File: config.mk
export PLATFORM = sky130hd
export DESIGN_NAME = serial_alu_seq
export DESIGN_NICKNAME = d
export VERILOG_FILES = /design/src/rtl/serial_alu_seq.sv
export SDC_FILE = /design/constraint.sdc
export NUM_CORES = 1
export LEC_CHECK = 0
export BUFFER_PORTS_ARGS = -buffer_cell sky130_fd_sc_hd__buf_2
export CORE_MARGIN = 2
export CORE_UTILIZATION = 40
export DETAILED_ROUTE_END_ITERATION = 10
export PLACE_DENSITY = 0.64
export SYNTH_ARGS = -nofsm -noshare
export SYNTH_HDL_FRONTEND = slang
export SYNTH_SLANG_ARGS = --single-unit
export TNS_END_PERCENT = 10
File: constraint.sdc
create_clock -name clk -period 1.9 [get_ports clk]
set_clock_uncertainty 0.05 [all_clocks]
set_input_delay 0.19 -clock clk [delete_from_list [all_inputs] [get_ports clk]]
set_output_delay 0.19 -clock clk [all_outputs]
set_load 0.02 [all_outputs]
File: src/rtl/serial_alu_seq.sv
// serial_alu_seq: bit-serial operand sequencer / result collector for a 1-bit ALU.
// Optional back-to-back accept from DONE is enabled by SERIAL_ALU_SEQ_BACK2BACK_EN.
//
// Ports:
//   clk, rst          clock, asynchronous active-low reset
//   start_valid/ready request handshake; opa/opb/op latched on accept
//   alu_ina/inb/op    current operand bits (LSB first) and latched opcode
//   alu_en/alu_first  bit strobe; marks bit 0 so the ALU clears/seeds carry
//   alu_out/regout    combinational result bit, registered ALU flag
//   res_valid/ready   result handshake; result/flag held while waiting
//
// The bit index is 4 bits wide, so WIDTH must stay within 2..16.
module serial_alu_seq #(
   parameter int WIDTH = 16
) (
   input  logic             clk,
   input  logic             rst,
   input  logic             start_valid,
   output logic             start_ready,
   input  logic [WIDTH-1:0] opa,
   input  logic [WIDTH-1:0] opb,
   input  logic [2:0]       op,
   output logic             alu_ina,
   output logic             alu_inb,
   output logic [2:0]       alu_op,
   output logic             alu_en,
   output logic             alu_first,
   input  logic             alu_out,
   input  logic             alu_regout,
   output logic             res_valid,
   input  logic             res_ready,
   output logic [WIDTH-1:0] result,
   output logic             flag
);

   typedef enum logic [1:0] {
      IDLE  = 2'd0,
      SHIFT = 2'd1,
      CAPT  = 2'd2,
      DONE  = 2'd3
   } state_e;

   state_e           state_q, state_d;
   logic [3:0]       idx_q, idx_d;
   logic [WIDTH-1:0] a_q, a_d;
   logic [WIDTH-1:0] b_q, b_d;
   logic [2:0]       op_q, op_d;
   logic [WIDTH-1:0] res_q, res_d;
   logic             flag_q, flag_d;

   logic [WIDTH-1:0] bit_m;
   logic             last;
   logic             accept;

   // One-hot mask of the bit under service; selects operand bits and
   // the result position without an out-of-range index for small WIDTH.
   assign bit_m = {{(WIDTH-1){1'b0}}, 1'b1} << idx_q;
   assign last  = (idx_q == 4'(WIDTH-1));

   always_comb begin
      state_d     = state_q;
      idx_d       = idx_q;
      a_d         = a_q;
      b_d         = b_q;
      op_d        = op_q;
      res_d       = res_q;
      flag_d      = flag_q;
      start_ready = 1'b0;
      res_valid   = 1'b0;
      alu_en      = 1'b0;
      alu_first   = 1'b0;
      alu_ina     = 1'b0;
      alu_inb     = 1'b0;
      accept      = 1'b0;

      unique case (state_q)
         IDLE: begin
            start_ready = 1'b1;
            accept      = start_valid;
         end
         SHIFT: begin
            alu_en    = 1'b1;
            alu_first = (idx_q == 4'd0);
            alu_ina   = |(a_q & bit_m);
            alu_inb   = |(b_q & bit_m);
            res_d     = (res_q & ~bit_m)
                      | (bit_m & {WIDTH{alu_out}});
            if (last) begin
               idx_d   = 4'd0;
               state_d = CAPT;
            end else begin
               idx_d   = idx_q + 4'd1;
            end
         end
         CAPT: begin
            flag_d  = alu_regout;
            state_d = DONE;
         end
         DONE: begin
            res_valid = 1'b1;
`ifdef SERIAL_ALU_SEQ_BACK2BACK_EN
            // New request rides on the same edge as the result handshake.
            start_ready = res_ready;
            accept      = res_ready & start_valid;
`else
            start_ready = 1'b0;
`endif
            if (res_ready) begin
               state_d = IDLE;
            end
         end
         default: begin
            state_d = IDLE;
         end
      endcase

      if (accept) begin
         a_d     = opa;
         b_d     = opb;
         op_d    = op;
         res_d   = '0;
         idx_d   = 4'd0;
         state_d = SHIFT;
      end
   end

   always_ff @(posedge clk or negedge rst) begin
      if (!rst) begin
         state_q <= IDLE;
         idx_q   <= 4'd0;
         a_q     <= '0;
         b_q     <= '0;
         op_q    <= 3'd0;
         res_q   <= '0;
         flag_q  <= 1'b0;
      end else begin
         state_q <= state_d;
         idx_q   <= idx_d;
         a_q     <= a_d;
         b_q     <= b_d;
         op_q    <= op_d;
         res_q   <= res_d;
         flag_q  <= flag_d;
      end
   end

   assign alu_op = op_q;
   assign result = res_q;
   assign flag   = flag_q;

endmodule

==> impl_results.md, run 1 <==
* Final cycle utilization of the critical path at 110%
* PortBufs at 66
* Grt ovf at 0
* Top achievable clock speed at 478 MHz
* Num rows at 31
* Wire length of the first global-routing pass at 11.7 mm
* Die height at 89.3 µm
* CTS sink count at 58
* Netlist cell types at 36
* Register area share after synthesis at 49.9%
* Fin. max-slew vios at 0
* Clock root cell: clkbuf_8
* Syn-to-layout area delta at 39.3%
* Drt initial violations at 116
* Share of layout cells above drive strength 1 at 31.7%
* Total power at 0.00550 W
* Vias in the first global route at 2494
* Total Nets Final at 488
* CTS tree: built
* P_leak at 2.02 nW
* Antenna-violating nets left at 0
* Most frequent cells in the layout: 139 x nand2_1, 63 x buf_2, 55 x dfrtp_1, 29 x dlygate4sd3_1, 23 x buf_4
* Syn nets at 381
* Syn Area/Cell at 8.85 µm²
* Overall Global Routing Usage at 19.3%
* CP Capture Type: primary output
* Routability Congestion at 0.814
* Placed insts at 487
* I/O pin count at 67
* Actual slew at the worst max-slew pin at 0.360 ns
* Crit Path Category: flip-flop to primary output
* Largest net degree at the start of global routing at 59
* Hold Violations, Final at 0
* DR top layer: met4
* Vias at 2573
* Min-Delay Path Class: input pin to flip-flop
* Slew headroom at 76.0%
* Worst Slack Setup Final at -0.194 ns
* H-tree levels at 3
* Synth warn at 0
* DR WL met2 at 3.29 mm
* Diodes inserted at 0
* Crit start category: flip-flop
* Post-Syn Area at 2910 µm²
* Tmin final at 2.09 ns
* Syn Inst Count at 329
* Post-synthesis register bit count at 58
* Worst Path Max Fanout at 4
* RSZ-0062 raised after global routing: yes
* Pre-CTS WS at -0.0174 ns
* Commonest non-fill, non-tap cell in the layout: nand2_1
* Maximum buffer depth of the clock tree at 2
* Final setup violation count at 2
* Initial core utilization at 40.8%
* Post-Route M1 WL at 3.24 mm
* Clock transition at path regs at 0.07 ns
* Die area at 7970 µm²
* Status: finished, violations left
* Non-Filler Instances at 538
* Critical Path RT at 1.66 ns
* Clk_lat worst skew at 0.34 ns
* DR DRC count at 0
* Antenna violations before repair at 0
* Core area at 7140 µm²
* Maxcap violations at 0
* PwrDens at 1360 nW/µm²
* Routed vias/inst at 4.78
* WL/cell at 13.1 µm
* Dpl hpwl at 4.49 mm
* TritonCTS Buffers at 9
* Worst vdd ir at 0.670 mV
* Crit path arrival time at 1.85 ns
* Met3 WL post-DR at 330 µm
* Die X-Extent at 89.3 µm
* Violated checks: setup timing
* Pre-Repair DR Iteration Count at 4
* Final WL at 7.03 mm
==> sequential cells by signal (all words and copies together), names as in the netlist <==
name     cells
a_q         16
alu_op       3
b_q         16
flag         1
idx_q        4
result      16
state_q      2
==> kinds of logic (layout without fill, tap and decap cells) <==
logic type	Yosys count	in the layout	share of synthesized area (%)
AND/OR/NAND/NOR	179	179	25.7
flip-flops	58	58	49.9
AO/OA/AOI/OAI	36	36	7.82
buffers and inverters	29	139	5.72
multiplexers	16	16	6.15
adder cells (fa/ha/maj)	11	11	4.73
==> critical path, stage by stage (launching register included) <==
cell and delay (ns):
dfrtp_2 0.46, buf_12 0.15, mux2_4 0.29, a221oi_2 0.28, a41oi_2 0.15, buf_4 0.18
==> where the power goes <==
part / switching [W] / leakage (nW) / internal (W)
Clock: 0.000458 / 0.101 / 0.000657
Combinational: 0.00126 / 1.18 / 0.00107
Sequential: 0.000355 / 0.744 / 0.00171
==> cell usage after synthesis <==
cell,instances,share of area (%)
nand2_1,139,18
dfrtp_1,58,50
nand3_1,21,3.6
a21oi_1,19,3.3
ha_1,11,4.7
buf_2,9,1.5
nor2_1,9,1.2
clkbuf_1,7,0.90
mux2_2,7,2.7
mux2i_1,7,2.4
inv_1,6,0.77
a221oi_1,3,0.90
and2_1,3,0.64
o21ai_0,3,0.52
a31oi_1,2,0.43
and3b_2,2,0.69
buf_6,2,0.77
mux2_4,2,1.0
o211ai_1,2,0.52
a221oi_2,1,0.52
a22o_1,1,0.30
a22oi_1,1,0.26
a32o_1,1,0.34
a41oi_1,1,0.30
and2b_2,1,0.30
and3_2,1,0.26
buf_1,1,0.13
buf_12,1,0.69
buf_4,1,0.26
clkbuf_2,1,0.17
clkbuf_8,1,0.47
nand2b_1,1,0.22
nand3b_1,1,0.26
nor3b_4,1,0.64
o22ai_1,1,0.22
o31ai_1,1,0.26
==> layer usage <==
| layer | global-route usage, % | vias to the layer above |
|---|---|---|
| met3 | 3.05 | 14 |
| met5 | 0 | - |
| met2 | 29.4 | 77 |
| met1 | 27.0 | 1199 |
| met4 | 9.23 | 0 |
| li1 | - | 1283 |
==> timing repair <==
item	4_1_cts	5_1_grt
setup buffers	4	4
pin swaps	3	3
gates resized for setup	26	5
hold buffers	29	0
hold endpoints to repair	86	0
setup endpoints to repair	3	4
==> cell type report <==
class	count	area [µm²]
clock buffer	11	151
clock inverter	3	40.0
fill	670	3080
inverter	6	27.5
multi-input combinational	242	1400
sequential	58	1460
tap	99	124
timing repair buffer	119	858
==> worst paths after layout <==
path                            startpoint  slack (ns)  depth (start not counted)          to
worst max-delay path              idx_q[3]       -0.19                          5     alu_ina
worst min-delay path               opa[12]       0.008                          3     a_q[12]
worst max register to register  state_q[0]        0.11                          5  state_q[1]
worst min register to register   alu_op[2]        0.42                          2   alu_op[2]
max in group asynchronous              rst        1.18                          3    idx_q[0]
min in group asynchronous              rst        0.35                          3      a_q[0]
==> per-stage QoR <==
stage,utilization (%),area (µm²),hold slack [ns],setup TNS (ns)
after detailed placement,47.4,3380,0.171,-0.0344
final,56.8,4060,0.00774,-0.370
after global routing,56.8,4060,0.0221,-0.600
after CTS,55.9,3990,0.000768,-0.359
after global placement,47.4,3380,0.169,0
after floorplan,-,2910,-0.156,0
(Power assumes the default switching activity.)
==> run 2: changes to the inputs <==
--- a/config.mk
+++ b/config.mk
@@ -10,6 +10,7 @@
 export CORE_UTILIZATION = 40
 export DETAILED_ROUTE_END_ITERATION = 10
 export PLACE_DENSITY = 0.64
+export RECOVER_POWER = 50
 export SYNTH_ARGS = -nofsm -noshare
 export SYNTH_HDL_FRONTEND = slang
 export SYNTH_SLANG_ARGS = --single-unit
==> impl_results.md, run 2 (synthesized netlist as in run 1, its figures left out) <==
* Maxcap violations at 0 (unchanged)
* TritonCTS Buffers at 9 (unchanged)
* Tmin final at 2.09 ns (about the same)
* H-tree levels at 3 (unchanged)
* Share of layout cells above drive strength 1 at 29.2% (was 31.7%)
* Die X-Extent at 89.3 µm (unchanged)
* Hold Violations, Final at 0 (unchanged)
* Min-Delay Path Class: input pin to flip-flop (unchanged)
* DR DRC count at 0 (unchanged)
* Worst vdd ir at 0.670 mV (about the same)
* Clock transition at path regs at 0.07 ns (about the same)
* Clock root cell: clkbuf_8 (unchanged)
* CP Capture Type: primary output (unchanged)
* Routability Congestion at 0.814 (unchanged)
* Pre-Repair DR Iteration Count at 4 (unchanged)
* Initial core utilization at 40.8% (unchanged)
* Core area at 7140 µm² (unchanged)
* Routed vias/inst at 4.78 (about the same)
* Commonest non-fill, non-tap cell in the layout: nand2_1 (unchanged)
* Total Nets Final at 488 (unchanged)
* Wire length of the first global-routing pass at 11.7 mm (unchanged)
* PortBufs at 66 (unchanged)
* Worst Slack Setup Final at -0.193 ns (was -0.194 ns)
* Die height at 89.3 µm (unchanged)
* WL/cell at 13.1 µm (about the same)
* Drt initial violations at 114 (was 116)
* Num rows at 31 (unchanged)
* I/O pin count at 67 (unchanged)
* Worst Path Max Fanout at 4 (unchanged)
* Total power at 0.00549 W (was 0.00550 W)
* Grt ovf at 0 (unchanged)
* Status: finished, violations left (unchanged)
* Fin. max-slew vios at 0 (unchanged)
* Final setup violation count at 2 (unchanged)
* CTS sink count at 58 (unchanged)
* Crit start category: flip-flop (unchanged)
* Slew headroom at 46.8% (was 76.0%)
* Overall Global Routing Usage at 19.3% (unchanged)
* Critical Path RT at 1.66 ns (about the same)
* Crit path arrival time at 1.85 ns (about the same)
* Antenna-violating nets left at 0 (unchanged)
* Clk_lat worst skew at 0.34 ns (about the same)
* Dpl hpwl at 4.49 mm (unchanged)
* Antenna violations before repair at 0 (unchanged)
* P_leak at 1.97 nW (was 2.02 nW)
* Maximum buffer depth of the clock tree at 2 (unchanged)
* Vias in the first global route at 2494 (unchanged)
* CTS tree: built (unchanged)
* Pre-CTS WS at -0.0174 ns (unchanged)
* Most frequent cells in the layout: 139 x nand2_1, 55 x dfrtp_1, 52 x buf_2, 29 x dlygate4sd3_1, 23 x buf_4 (was 139 x nand2_1, 63 x buf_2, 55 x dfrtp_1, 29 x dlygate4sd3_1, 23 x buf_4)
* PwrDens at 1360 nW/µm² (about the same)
* RSZ-0062 raised after global routing: yes (unchanged)
* Die area at 7970 µm² (unchanged)
* Vias at 2574 (was 2573)
* Final cycle utilization of the critical path at 110% (about the same)
* Diodes inserted at 0 (unchanged)
* Violated checks: setup timing (unchanged)
* Syn-to-layout area delta at 38.4% (was 39.3%)
* Top achievable clock speed at 478 MHz (about the same)
* Largest net degree at the start of global routing at 59 (unchanged)
* Crit Path Category: flip-flop to primary output (unchanged)
* Actual slew at the worst max-slew pin at 0.798 ns (was 0.360 ns)
* Final WL at 7.05 mm (was 7.03 mm)
[run 2: cell types whose count changed in the layout (fill, tap and decap cells not counted)]
cell / change
clkbuf_4: +1
clkbuf_1: +11
buf_12: -1
buf_2: -11
[run 2: where the power goes]
| part | internal, W | switching [W] | leakage (nW) |
|---|---|---|---|
| Clock | 0.000657 | 0.000458 | 0.101 |
| Combinational | 0.00105 | 0.00126 | 1.13 |
| Sequential | 0.00171 | 0.000358 | 0.744 |
[run 2: stage by stage]
step	TNS, ns	instances	instance area [µm²]	hold slack [ns]	util, %
2_1_floorplan	0	329	2910	-0.156	-
3_3_place_gp	0	487	3380	0.169	47.4
3_5_place_dp	-0.0344	487	3380	0.171	47.4
4_1_cts	-0.359	534	3990	0.000768	55.9
5_1_grt	-0.600	538	4030	0.0221	56.5
6_report	-0.369	538	4030	0.00795	56.5
[run 2: worst paths after layout]
check                           startpoint         end  slack (ns)  depth (start not counted)
worst min-delay path               opa[12]     a_q[12]       0.008                          3
max in group asynchronous              rst    idx_q[0]        0.69                          3
min in group asynchronous              rst      a_q[0]        0.55                          3
worst max-delay path              idx_q[3]     alu_ina       -0.19                          5
worst max register to register  state_q[0]  state_q[1]        0.11                          5
worst min register to register   alu_op[1]   alu_op[1]        0.43                          2
[run 2: layout make-up]
| type | instances | area, µm² |
|---|---|---|
| Inverter | 6 | 27.5 |
| Sequential cell | 58 | 1460 |
| Multi-Input combinational cell | 242 | 1400 |
| Fill cell | 670 | 3110 |
| Clock inverter | 3 | 40.0 |
| Timing Repair Buffer | 119 | 832 |
| Clock buffer | 11 | 151 |
| Tap cell | 99 | 124 |
[run 2: repair_timing]
item                       CTS  global route
setup buffers                4             4
pin swaps                    3             3
hold endpoints to repair    86             0
hold buffers                29             0
gates resized for setup     26             5
setup endpoints to repair    3             4
[run 2: worst max-delay path, stage by stage (launching register included)]
cell and delay, ns:
dfrtp_2 0.46, buf_12 0.15, mux2_4 0.29, a221oi_2 0.28
a41oi_2 0.15, buf_4 0.18
[run 2: layer usage]
| layer | part of all wire (%) | global-route usage [%] | wire [µm] |
|---|---|---|---|
| met4 | 2.5 | 9.23 | 175 |
| met5 | 0 | 0 | 0 |
| met3 | 4.7 | 3.05 | 331 |
| met1 | 46 | 27.0 | 3260 |
| met2 | 47 | 29.4 | 3280 |
==> run 3: changes to the inputs <==
--- a/config.mk
+++ b/config.mk
@@ -6,10 +6,12 @@
 export NUM_CORES = 1
 export LEC_CHECK = 0
 export BUFFER_PORTS_ARGS = -buffer_cell sky130_fd_sc_hd__buf_2
+export CELL_PAD_IN_SITES_DETAIL_PLACEMENT = 1
+export CELL_PAD_IN_SITES_GLOBAL_PLACEMENT = 2
 export CORE_MARGIN = 2
-export CORE_UTILIZATION = 40
+export CORE_UTILIZATION = 32
 export DETAILED_ROUTE_END_ITERATION = 10
-export PLACE_DENSITY = 0.64
+export PLACE_DENSITY = 0.82
 export RECOVER_POWER = 50
 export SYNTH_ARGS = -nofsm -noshare
 export SYNTH_HDL_FRONTEND = slang
==> impl_results.md, run 3 (synthesized netlist as in run 1, its figures left out) <==
* Status: finished, violations left (unchanged)
* Violated checks: setup timing (unchanged)
* Crit path cell chain: inv_2 > ha_4 > buf_4 > nand3b_1 > a21oi_1 > a221oi_2 > a41oi_2 > buf_4 (was buf_12 > mux2_4 > a221oi_2 > a41oi_2 > buf_4)
* R2R Setup Slk at 0.13 ns (was 0.11 ns)
* CP Capture Type: primary output (unchanged)
* Hold WS at 0.0131 ns (was 0.00795 ns)
* Crit path arrival time at 1.89 ns (was 1.85 ns)
* Antenna-violating nets left at 0 (unchanged)
* Routed vias/inst at 4.82 (was 4.78)
* Tmin final at 2.13 ns (was 2.09 ns)
* Worst Path Max Fanout at 4 (unchanged)
* Pre-Repair DR Iteration Count at 4 (unchanged)
* Reg power frac at 36.9% (was 37.7%)
* R2R depth at 5 (unchanged)
* Hold path depth at 3 (unchanged)
* DR DRC count at 0 (unchanged)
* Crit Path Category: flip-flop to primary output (unchanged)
* Critical Path RT at 1.66 ns (about the same)
* Clk_lat worst skew at 0.32 ns (was 0.34 ns)
* Dpl hpwl at 5.30 mm (was 4.49 mm)
* CP top delay family: compound AO/OA/AOI/OAI gates (was flip-flops)
* Crit start category: flip-flop (unchanged)
* Internal power at 0.00341 W (about the same)
* Largest net degree at the start of global routing at 57 (was 59)
* Diodes inserted at 0 (unchanged)
* Busiest layer in global routing: met2 (unchanged)
* Hold Crit Start: opa[10] (was opa[12])
* Vias at 2630 (was 2574)
* Overall Global Routing Usage at 17.0% (was 19.3%)
* Top achievable clock speed at 470 MHz (was 478 MHz)
* Switching share of power at 38.4% (was 37.8%)
* Hold Violations, Final at 0 (unchanged)
* CTS sink count at 58 (unchanged)
* RR Endpoint: state_q[1] (unchanged)
* H-tree levels at 3 (unchanged)
* Crit-path slowest cell: dfrtp_1 (was dfrtp_2)
* Comb pwr share at 42.2% (was 42.0%)
* CP dominant cell by count: buf_4
* M2 GR Usage at 27.8% (was 29.4%)
* Switch Pwr at 0.00212 W (was 0.00207 W)
* Total Nets Final at 485 (was 488)
* Total power at 0.00553 W (was 0.00549 W)
* Worst Slack Setup Final at -0.226 ns (was -0.193 ns)
* Routing usage on met3 at 2.95% (was 3.05%)
* PwrDens at 1380 nW/µm² (was 1360 nW/µm²)
* Most frequent cells in the layout: 139 x nand2_1, 54 x dfrtp_1, 52 x buf_2, 28 x dlygate4sd3_1, 21 x nand3_1 (was 139 x nand2_1, 55 x dfrtp_1, 52 x buf_2, 29 x dlygate4sd3_1, 23 x buf_4)
* Syn-to-layout area delta at 37.7% (was 38.4%)
* Maxcap violations at 0 (unchanged)
* Hold Crit Endpoint: a_q[10] (was a_q[12])
* WL/cell at 14.7 µm (was 13.1 µm)
* GR Layer Usage met1 at 22.7% (was 27.0%)
* TritonCTS Buffers at 9 (unchanged)
* P_leak at 1.96 nW (was 1.97 nW)
* Actual slew at the worst max-slew pin at 0.743 ns (was 0.798 ns)
* Routability Congestion at 0.777 (was 0.814)
* Min-Delay Path Class: input pin to flip-flop (unchanged)
* PortBufs at 66 (unchanged)
* Vias in the first global route at 2664 (was 2494)
* Clock power frac at 20.8% (was 20.3%)
* Maximum buffer depth of the clock tree at 2 (unchanged)
* Wire length of the first global-routing pass at 13.4 mm (was 11.7 mm)
* Initial core utilization at 33.2% (was 40.8%)
* Commonest non-fill, non-tap cell in the layout: nand2_1 (unchanged)
* Crit path buffers/inverters at 3 (was 2)
* Clock root cell: clkbuf_8 (unchanged)
* Final cycle utilization of the critical path at 112% (was 110%)
* Worst reg2reg startpoint: state_q[0] (unchanged)
* Slew headroom at 50.5% (was 46.8%)
* Die area at 9870 µm² (was 7970 µm²)
* Drt initial violations at 58 (was 114)
* Core area at 8760 µm² (was 7140 µm²)
* Antenna violations before repair at 0 (unchanged)
* Final WL at 8.04 mm (was 7.05 mm)
* Fin. max-slew vios at 0 (unchanged)
* CTS tree: built (unchanged)
* Highest cell delay on the worst timing path at 0.41 ns (was 0.46 ns)
* Worst vdd ir at 0.627 mV (was 0.670 mV)
* Grt ovf at 0 (unchanged)
* Total negative setup slack at -0.442 ns (was -0.369 ns)
* Clock transition at path regs at 0.06 ns (was 0.07 ns)
* Die height at 99.4 µm (was 89.3 µm)
* I/O pin count at 67 (unchanged)
* Num rows at 34 (was 31)
* Die X-Extent at 99.4 µm (was 89.3 µm)
* Share of layout cells above drive strength 1 at 28.5% (was 29.2%)
* RSZ-0062 raised after global routing: yes (unchanged)
* Final setup violation count at 2 (unchanged)
* Pre-CTS WS at -0.0273 ns (was -0.0174 ns)
-- run 3: cell types whose count changed in the layout (fill, tap and decap cells not counted), moves of 2 or more --
cell and change:
inv_2 +2, buf_4 -5, buf_12 -2, buf_6 +3
inv_4 -2, clkbuf_1 +4
-- run 3: timing repair --
item / in CTS / in global routing
pin swaps: 2 / 6
setup endpoints to repair: 3 / 4
setup buffers: 3 / 3
hold buffers: 28 / 0
gates resized for setup: 22 / 12
endpoints found under the hold margin: 39 / 0
-- run 3: how the worst max path moves through the flow --
| stage | startpoint | endpoint | slack [ns] | cells after the start |
|---|---|---|---|---|
| after global placement | idx_q[1] | alu_inb | 0.02 | 7 |
| after detailed placement | idx_q[0] | alu_ina | -0.03 | 7 |
| after global routing | idx_q[0] | alu_inb | -0.30 | 8 |
| after CTS | idx_q[3] | alu_inb | -0.19 | 5 |
| after floorplan | idx_q[0] | alu_inb | 0.007 | 8 |
| final | idx_q[0] | alu_ina | -0.23 | 8 |
-- run 3: metal layers --
layer / part of all wire [%] / routed length, µm
met1: 47 / 3800
met2: 48 / 3850
met3: 3.0 / 240
met4: 1.9 / 150
met5: 0 / 0
-- run 3: metrics by stage --
stage	area (µm²)	utilization [%]	std cells
floorplan	2910	-	329
detailed placement	3380	38.5	496
CTS	3960	45.2	543
global placement	3380	38.5	496
global route	4010	45.7	546
finish	4010	45.7	546
-- run 3: final cells by class --
type | instances | area, µm²
repair buffers | 116 | 787
multi-input cells | 242 | 1410
flip-flops and latches | 58 | 1460
clock inverters | 2 | 35.0
inverters | 6 | 22.5
well taps | 108 | 135
fillers | 1049 | 4760
clock buffers | 14 | 163
-- run 3: worst register-to-register path: stages (launching register included) --
cell and delay (ns):
dfrtp_2 0.44, inv_1 0.12, ha_1 0.23, mux2_2 0.27
a21oi_2 0.18, mux2_2 0.36
-- run 3: power by group through the flow --
| stage | sequential, W | clock (W) | combinational [W] |
|---|---|---|---|
| floorplan | 0.00207 | 0 | 0.00132 |
| global placement | 0.00201 | 0 | 0.00201 |
| detailed placement | 0.00203 | 0 | 0.00208 |
| CTS | 0.00202 | 0.00120 | 0.00228 |
| global route | 0.00210 | 0.00126 | 0.00261 |
| finish | 0.00204 | 0.00115 | 0.00233 |
